<file path="config.mk">
export PLATFORM = sky130hd
export DESIGN_NAME = sample_sequencer
export DESIGN_NICKNAME = d
export VERILOG_FILES = /design/src/rtl/sample_sequencer.sv
export SDC_FILE = /design/constraint.sdc
export NUM_CORES = 1
export LEC_CHECK = 0
export ABC_AREA = 1
export BUFFER_PORTS_ARGS = -buffer_cell sky130_fd_sc_hd__buf_2
export CAP_MARGIN = 30
export CORE_ASPECT_RATIO = 1.75
export CORE_MARGIN = 2
export CORE_UTILIZATION = 50
export CTS_BUF_LIST = sky130_fd_sc_hd__clkbuf_16
export DETAILED_ROUTE_END_ITERATION = 6
export PLACE_DENSITY = 0.77
export SYNTH_ARGS = -nofsm -noshare
export SYNTH_HDL_FRONTEND = slang
export SYNTH_SLANG_ARGS = --single-unit
</file>
<file path="constraint.sdc">
create_clock -name clk -period 1.81 [get_ports clk]
set_input_delay 0.362 -clock clk [delete_from_list [all_inputs] [get_ports clk]]
set_output_delay 0.362 -clock clk [all_outputs]
set_load 0.01 [all_outputs]
</file>
<file path="src/rtl/sample_sequencer.sv">
// sample_sequencer: walks a word region of flash one 32-bit word at a time and
// plays each word as two 16-bit samples on successive audio ticks.
// Optional build macro SAMPLE_SEQUENCER_REVERSE_EN enables reverse playback;
// without it direction is ignored and playback is forward only.
//
// Reader handshake: reader_start is a one-cycle request (high only in FETCH)
// for the word at word_addr; the reader answers later with a one-cycle
// reader_finish carrying reader_data. At most one request is outstanding, and
// a reader_finish seen outside WAIT is ignored.
module sample_sequencer #(
    parameter logic [22:0] START_ADDR = 23'h000000,
    parameter logic [22:0] END_ADDR   = 23'h07FFFF
) (
    input  logic        clk,
    input  logic        rst_n,
    input  logic        play,
    input  logic        direction,
    input  logic        restart,
    input  logic        sample_tick,
    output logic        reader_start,
    output logic        reader_addr_old,
    input  logic        reader_finish,
    input  logic [31:0] reader_data,
    output logic [22:0] word_addr,
    output logic [15:0] sample_out,
    output logic        sample_valid,
    output logic [7:0]  underrun_cnt,
    output logic [2:0]  dbg_state
);

    typedef enum logic [2:0] {
        IDLE  = 3'd0,
        FETCH = 3'd1,
        WAIT  = 3'd2,
        TICK0 = 3'd3,
        TICK1 = 3'd4
    } state_t;

    state_t      state, state_d;
    logic [31:0] word_buf, buf_d;
    logic [22:0] last_addr, last_addr_d;
    logic        last_valid, last_valid_d;
    logic        restart_pend, pend_d;
    logic [22:0] addr_d;
    logic [15:0] sample_d;
    logic        valid_d;
    logic [7:0]  under_d;
    logic        fwd;
    logic [22:0] advance_addr;
    logic [22:0] reload_addr;

`ifdef SAMPLE_SEQUENCER_REVERSE_EN
    assign fwd         = direction;
    assign reload_addr = fwd ? START_ADDR : END_ADDR;

    // Next word address in the current direction, wrapping at the region ends.
    always_comb begin
        if (fwd) begin
            advance_addr = (word_addr == END_ADDR) ? START_ADDR : word_addr + 23'd1;
        end else begin
            advance_addr = (word_addr == START_ADDR) ? END_ADDR : word_addr - 23'd1;
        end
    end
`else
    logic unused_direction;
    assign unused_direction = direction;
    assign fwd              = 1'b1;
    assign reload_addr      = START_ADDR;
    assign advance_addr     = (word_addr == END_ADDR) ? START_ADDR : word_addr + 23'd1;
`endif

    assign reader_start    = (state == FETCH);
    assign reader_addr_old = (state == FETCH) && last_valid && (word_addr == last_addr);
    assign dbg_state       = state;

    // Next-state and datapath decode; every target defaults to holding.
    always_comb begin
        state_d      = state;
        addr_d       = word_addr;
        buf_d        = word_buf;
        last_addr_d  = last_addr;
        last_valid_d = last_valid;
        pend_d       = restart_pend;
        sample_d     = sample_out;
        valid_d      = 1'b0;
        under_d      = underrun_cnt;

        case (state)
            IDLE: begin
                if (restart) begin
                    addr_d       = reload_addr;
                    last_valid_d = 1'b0;
                end else if (play) begin
                    state_d = FETCH;
                end
            end
            FETCH: begin
                if (restart) pend_d = 1'b1;
                state_d = WAIT;
            end
            WAIT: begin
                if (restart) pend_d = 1'b1;
                if (reader_finish) begin
                    // A restart seen during the fetch wins over the returned data.
                    if (restart_pend || restart) begin
                        pend_d       = 1'b0;
                        addr_d       = reload_addr;
                        last_valid_d = 1'b0;
                        state_d      = IDLE;
                    end else begin
                        buf_d        = reader_data;
                        last_addr_d  = word_addr;
                        last_valid_d = 1'b1;
                        state_d      = TICK0;
                    end
                end
            end
            TICK0: begin
                if (restart) begin
                    addr_d       = reload_addr;
                    last_valid_d = 1'b0;
                    state_d      = IDLE;
                end else if (play && sample_tick) begin
                    sample_d = fwd ? word_buf[15:0] : word_buf[31:16];
                    valid_d  = 1'b1;
                    state_d  = TICK1;
                end
            end
            TICK1: begin
                if (restart) begin
                    addr_d       = reload_addr;
                    last_valid_d = 1'b0;
                    state_d      = IDLE;
                end else if (play && sample_tick) begin
                    sample_d = fwd ? word_buf[31:16] : word_buf[15:0];
                    valid_d  = 1'b1;
                    addr_d   = advance_addr;
                    state_d  = FETCH;
                end
            end
            default: begin
                state_d = IDLE;
            end
        endcase

        // A tick that lands while a word is still being fetched is lost.
        if ((state == FETCH || state == WAIT) && play && sample_tick &&
            (underrun_cnt != 8'hFF)) begin
            under_d = underrun_cnt + 8'd1;
        end
    end

    // State and datapath registers with asynchronous active-low reset.
    always_ff @(posedge clk or negedge rst_n) begin
        if (!rst_n) begin
            state        <= IDLE;
            word_addr    <= START_ADDR;
            word_buf     <= 32'd0;
            last_addr    <= 23'd0;
            last_valid   <= 1'b0;
            restart_pend <= 1'b0;
            sample_out   <= 16'd0;
            sample_valid <= 1'b0;
            underrun_cnt <= 8'd0;
        end else begin
            state        <= state_d;
            word_addr    <= addr_d;
            word_buf     <= buf_d;
            last_addr    <= last_addr_d;
            last_valid   <= last_valid_d;
            restart_pend <= pend_d;
            sample_out   <= sample_d;
            sample_valid <= valid_d;
            underrun_cnt <= under_d;
        end
    end

endmodule

</file>
== Yosys cells after proc, flatten, opt, wreduce, memory -nomap -nowiden ==
Index checks and enable logic that the tools add are counted.
Cells by class
  $add $sub $neg: 2
  multiply operators: 0
  div/mod/pow operators: 0
  order comparisons: 0
  equality and inequality tests: 19
  shift-type cells: 0
  mux-type cells: 32
  bitwise logic cells: 1
  reduce and logical (&&, ||, !) cells: 21
Operators by type and width (number)
  23-bit two-way mux: 6
  23-bit case mux with 3 select lines: 1
  16-bit two-way mux: 4
  16-bit case mux with 2 select lines: 1
  23-bit by 1-bit adder with 23-bit output (second input constant): 1
  23-bit by 19-bit == test with 1-bit output (second input constant): 1
  23-bit == test: 1
  3-bit two-way mux: 7
  2-bit != test (second input constant): 8
  3-bit case mux with 5 select lines: 1
  5-bit AND reduction: 3
  1-bit two-way mux: 9
  8-bit by 1-bit adder with 8-bit output (second input constant): 1
  8-bit != test (second input constant): 1
  3-bit by 2-bit == test with 1-bit output (second input constant): 2
  1-bit logical AND: 6
  3-bit != test (second input constant): 2
  3-bit AND reduction: 2
  2-bit nonzero test: 3
  2-bit by 1-bit != test with 1-bit output (second input constant): 2
  1-bit case mux with 2 select lines: 2
  2-bit OR reduction: 2
  3-bit by 1-bit == test with 1-bit output (second input constant): 1
  3-bit == test (second input constant): 1
  other kinds (6): 7
Storage, ports and cells
  flip-flop bits (word level): 108
  latch bits: 0
  RAM bits: 0
  bits in read-only memories: 0
  bits of input ports: 39
  logic and storage cells: 84
  memories kept: 0

== Longest topological paths before layout ==
  word-level depth: 5
  gate-level depth with buffers: 11
  gate-level depth less buffers: 10

== Least setup slack after synthesis ==
OpenSTA, ideal clock, no wires.
  kind: flip-flop to flip-flop
  start: register word_addr[0]
  end: register word_addr[19]
  arrival: 1615 ps
  path slack: 76 ps
  stages on the path, launching flop included: 12
  clock period less this slack: 1734 ps
  path through: dfrtp_1 -> ha_1 -> nand2_1 -> nor2_1 -> nand3_1 -> nor2_2 -> nand2_1 -> nand2_1 -> nand2_1 -> buf_2 -> nand2_1 -> nor2_1
Between the ends
  longest elaborated chain between the ends: 5
Ends and longest elaborated chain
  start: declaration: line 24  | output logic [22:0] word_addr,
  start signal: assignment: line 167  | word_addr <= addr_d;
  23-bit by 1-bit adder with 23-bit output / 23-bit by 19-bit == test with 1-bit output (equally long branches): line 69  | assign advance_addr = (word_addr == END_ADDR) ? START_ADDR : word_addr + 23'd1;
  23-bit two-way mux *: line 69
  23-bit two-way mux *: line 134  | end else if (play && sample_tick) begin
  23-bit two-way mux *: line 130  | if (restart) begin
  23-bit case mux with 3 select lines *: line 88  | case (state)
Every way passes the cells marked *; elsewhere a longest branch is shown, timed or not. The select of a mux whose other input is x is not followed.
A chain may end at the register's enable or synchronous reset.

== Worst setup path in the final report ==
  start: register word_addr[0]
  end: output port reader_addr_old
Between the ends
  longest elaborated chain between the ends: 2
Ends and longest elaborated chain
  23-bit == test: line 73  | assign reader_addr_old = (state == FETCH) && last_valid && (word_addr == last_addr);
  1-bit logical AND: line 73
  end: declaration: line 21  | output logic reader_addr_old,
No other way between the ends.

==> impl_metrics.ini <==
[detailed_routing]
ant_nets = 0
drc_errors = 0
first_iter_violations = 240
avgRoutedWirePerCell_um = 15.6
dr.pass1.iters = 5
wl_um = 14500
avgViaCountPerCell = 5.32
via_count = 4942

[layout]
ff_latch_area_um2 = 2710
fill_cells = 899
area_growth_pct = 29.5
multi_input_area_um2 = 2570
drive_above_1_share_pct = 28.3
finish.instance_area_um2 = 7030
final_nets = 836
antennaDiodeCount = 0
utilization_pct = 66.1
layout_commonest_cell = nand2_1
mostFrequentLayoutCells = nand2_1, dfrtp_1, buf_2

[floorplanning]
coreArea_um2 = 10600
die_y_um = 142
die-area_um2 = 11700
die_w_um = 82.8
initial_utilization_pct = 51.0
placement_rows = 50
ioPinCount = 92

[clock_tree]
insertion_delay_ns = 0.35
cts_tree = built
clk_pin_slew_ns = 0.07
clockBufferDepth = 2
cts_root_buffer = clkbuf_16
numCtsBuffers = 9
htreeDepth = 3
clock-sinks = 108

[sta]
final_hold_viol_count = 0
hold_ws_ns = 0.222
finClkSkew_ns = 0.00530
relSlewSlack_pct = 69.2
min_period_ns = 2.01
slew_violations = 0
max_freq_ghz = 0.497
rsz0062_at_grt = true
setup_ws_ns = -0.202
period_share_pct = 111
worst_pin_slew_ns = 0.461
finalSetupViolCount = 3

[synthesis]
yosysSeqAreaShare_pct = 49.8
syn_area_um2 = 5430
ys_types = 35
netlist_instances = 649
synthesis.nets = 690
synth.avg_cell_area_um2 = 8.36
ys_warn_count = 0
synth_seq_cells = 108

[power_and_ir_drop]
peakVddDrop_v = 0.000833
p_leak_nw = 3.52
powerDensity_nw_per_um2 = 1170

[critical_path]
slowest_stage = dfrtp_1
cp.arrival_ns = 1.65
critPathMaxFanout = 5
crit_path_end_kind = primary output
required_ns = 1.45
critPathKind = reg -> out
max_stage_delay_ns = 0.39
startpoint_type = flip-flop
crit_chain = buf_4 > xor2_1 > nor3_4 > nand3_2 > nor2_1 > buf_2

[place]
port_buffers = 90
place_hpwl_um = 10700
pre_cts_ws_ns = -0.291
finalWeightedCongestion = 0.941
placed_cell_area_um2 = 6440

[min_path]
hold_class = in -> reg

[run]
cap_viol_max_count = 0

[global_route]
globalRouteTotalUtil_pct = 25.4
grt_pass1_wl_um = 22800
grt_max_degree = 47
grt_pass1_vias = 4908
gr-total-overflow = 0
antenna_found_initial = 0

[outcome]
status = finished with violations
violations = setup timing
==> cells in the mapped netlist <==
master	instances	area [um^2]
a211oi_1	2	15.0
a211oi_2	1	12.5
a21boi_0	1	7.51
a21oi_1	11	55.1
and3_1	1	6.26
buf_1	1	3.75
buf_2	11	55.1
buf_4	3	22.5
clkbuf_1	7	26.3
dfrtp_1	108	2700
ha_1	2	25.0
inv_1	58	218
inv_2	3	11.3
mux2_1	32	360
nand2_1	177	664
nand2_2	1	6.26
nand2_4	1	11.3
nand3_1	53	265
nand3_2	2	20.0
nand3b_1	1	7.51
nand4_1	11	68.8
nor2_1	67	251
nor2_2	3	18.8
nor2_4	2	22.5
nor3_1	8	40.0
nor3b_1	1	7.51
o2111ai_1	1	8.76
o211ai_1	2	15.0
o21a_1	15	113
o21ai_0	14	70.1
o21ai_1	28	140
o22ai_1	3	18.8
o31ai_1	1	7.51
xnor2_1	3	26.3
xor2_1	14	123
==> worst max-delay path: cells and delay by family (launching register included) <==
family | cells | cell delay (ns)
buf+inv | 2 | 0.29
simple gates | 3 | 0.44
xor+xnor | 1 | 0.19
flops | 1 | 0.39
==> report_power, final <==
part / switching (mW) / internal [mW] / total (mW) / leakage [nW]
sequential: 0.357 / 3.04 / 3.40 / 1.41
clock: 0.889 / 1.07 / 1.96 / 0.147
combinational: 1.55 / 1.30 / 2.86 / 1.96
total: 2.80 / 5.41 / 8.21 / 3.52
==> per-layer routing <==
metal	vias to the layer above	part of all wire, %	GRT usage, %	wire (um)
met4	0	3.2	9.15	464
met2	135	54	46.7	7860
met3	27	4.0	3.75	585
li1	2392	-	-	-
met5	-	0	0	0
met1	2388	39	28.7	5620
==> flip-flops by register name, summed over array words and instances, names as in the netlist <==
| name | count |
|---|---|
| last_valid | 1 |
| restart_pend | 1 |
| last_addr | 23 |
| word_addr | 23 |
| sample_out | 16 |
| underrun_cnt | 8 |
| word_buf | 32 |
| sample_valid | 1 |
| dbg_state | 3 |
==> final timing paths <==
| kind | startpoint | cells past startpoint | slack (ns) | to |
|---|---|---|---|---|
| setup / recovery | word_addr[0] | 6 | -0.20 | reader_addr_old |
| hold / removal | reader_data[27] | 2 | 0.22 | word_buf[27] |
| setup reg to reg | word_addr[1] | 13 | -0.01 | word_addr[11] |
| hold reg to reg | sample_out[14] | 1 | 0.49 | sample_out[14] |
| max in group asynchronous | rst_n | 3 | 0.75 | word_addr[21] |
| min in group asynchronous | rst_n | 2 | 0.48 | sample_out[9] |
==> cells by family after synthesis <==
group | count (synthesis) | synth area share [%]
and+or+nand+nor | 328 | 25.6
muxes | 32 | 6.64
AOI/OAI and AO/OA | 79 | 8.53
xor gates and xnor gates | 17 | 2.74
buffers and inverters | 83 | 6.20
adders and majority gates | 2 | 0.461
DFF | 108 | 49.8
==> layout make-up <==
type	instances	share of cell area, %
clock inverters	6	0.926
flip-flops and latches	108	38.6
inverters	61	3.33
clock buffers	9	3.21
multi-input cells	458	36.5
well taps	130	2.32
repair buffers	157	15.1
==> through the flow <==
step           power (mW)  setup TNS, ns  instances
3_5_place_dp         6.05          -1.76        900
5_1_grt              8.69          -1.78        929
2_1_floorplan        4.92              0        649
6_report             8.21         -0.215        929
4_1_cts              8.02         -0.264        916
3_3_place_gp         5.90         -0.963        900
==> timing repair <==
item                                    4_1_cts  5_1_grt
pin swaps                                     0       16
endpoints found under the setup margin       14       22
hold buffers                                  1        0
endpoints found under the hold margin        25        0
buffers inserted                              0       13
resized for setup                             6       51
No activity file was read; power rests on OpenSTA's default activity.
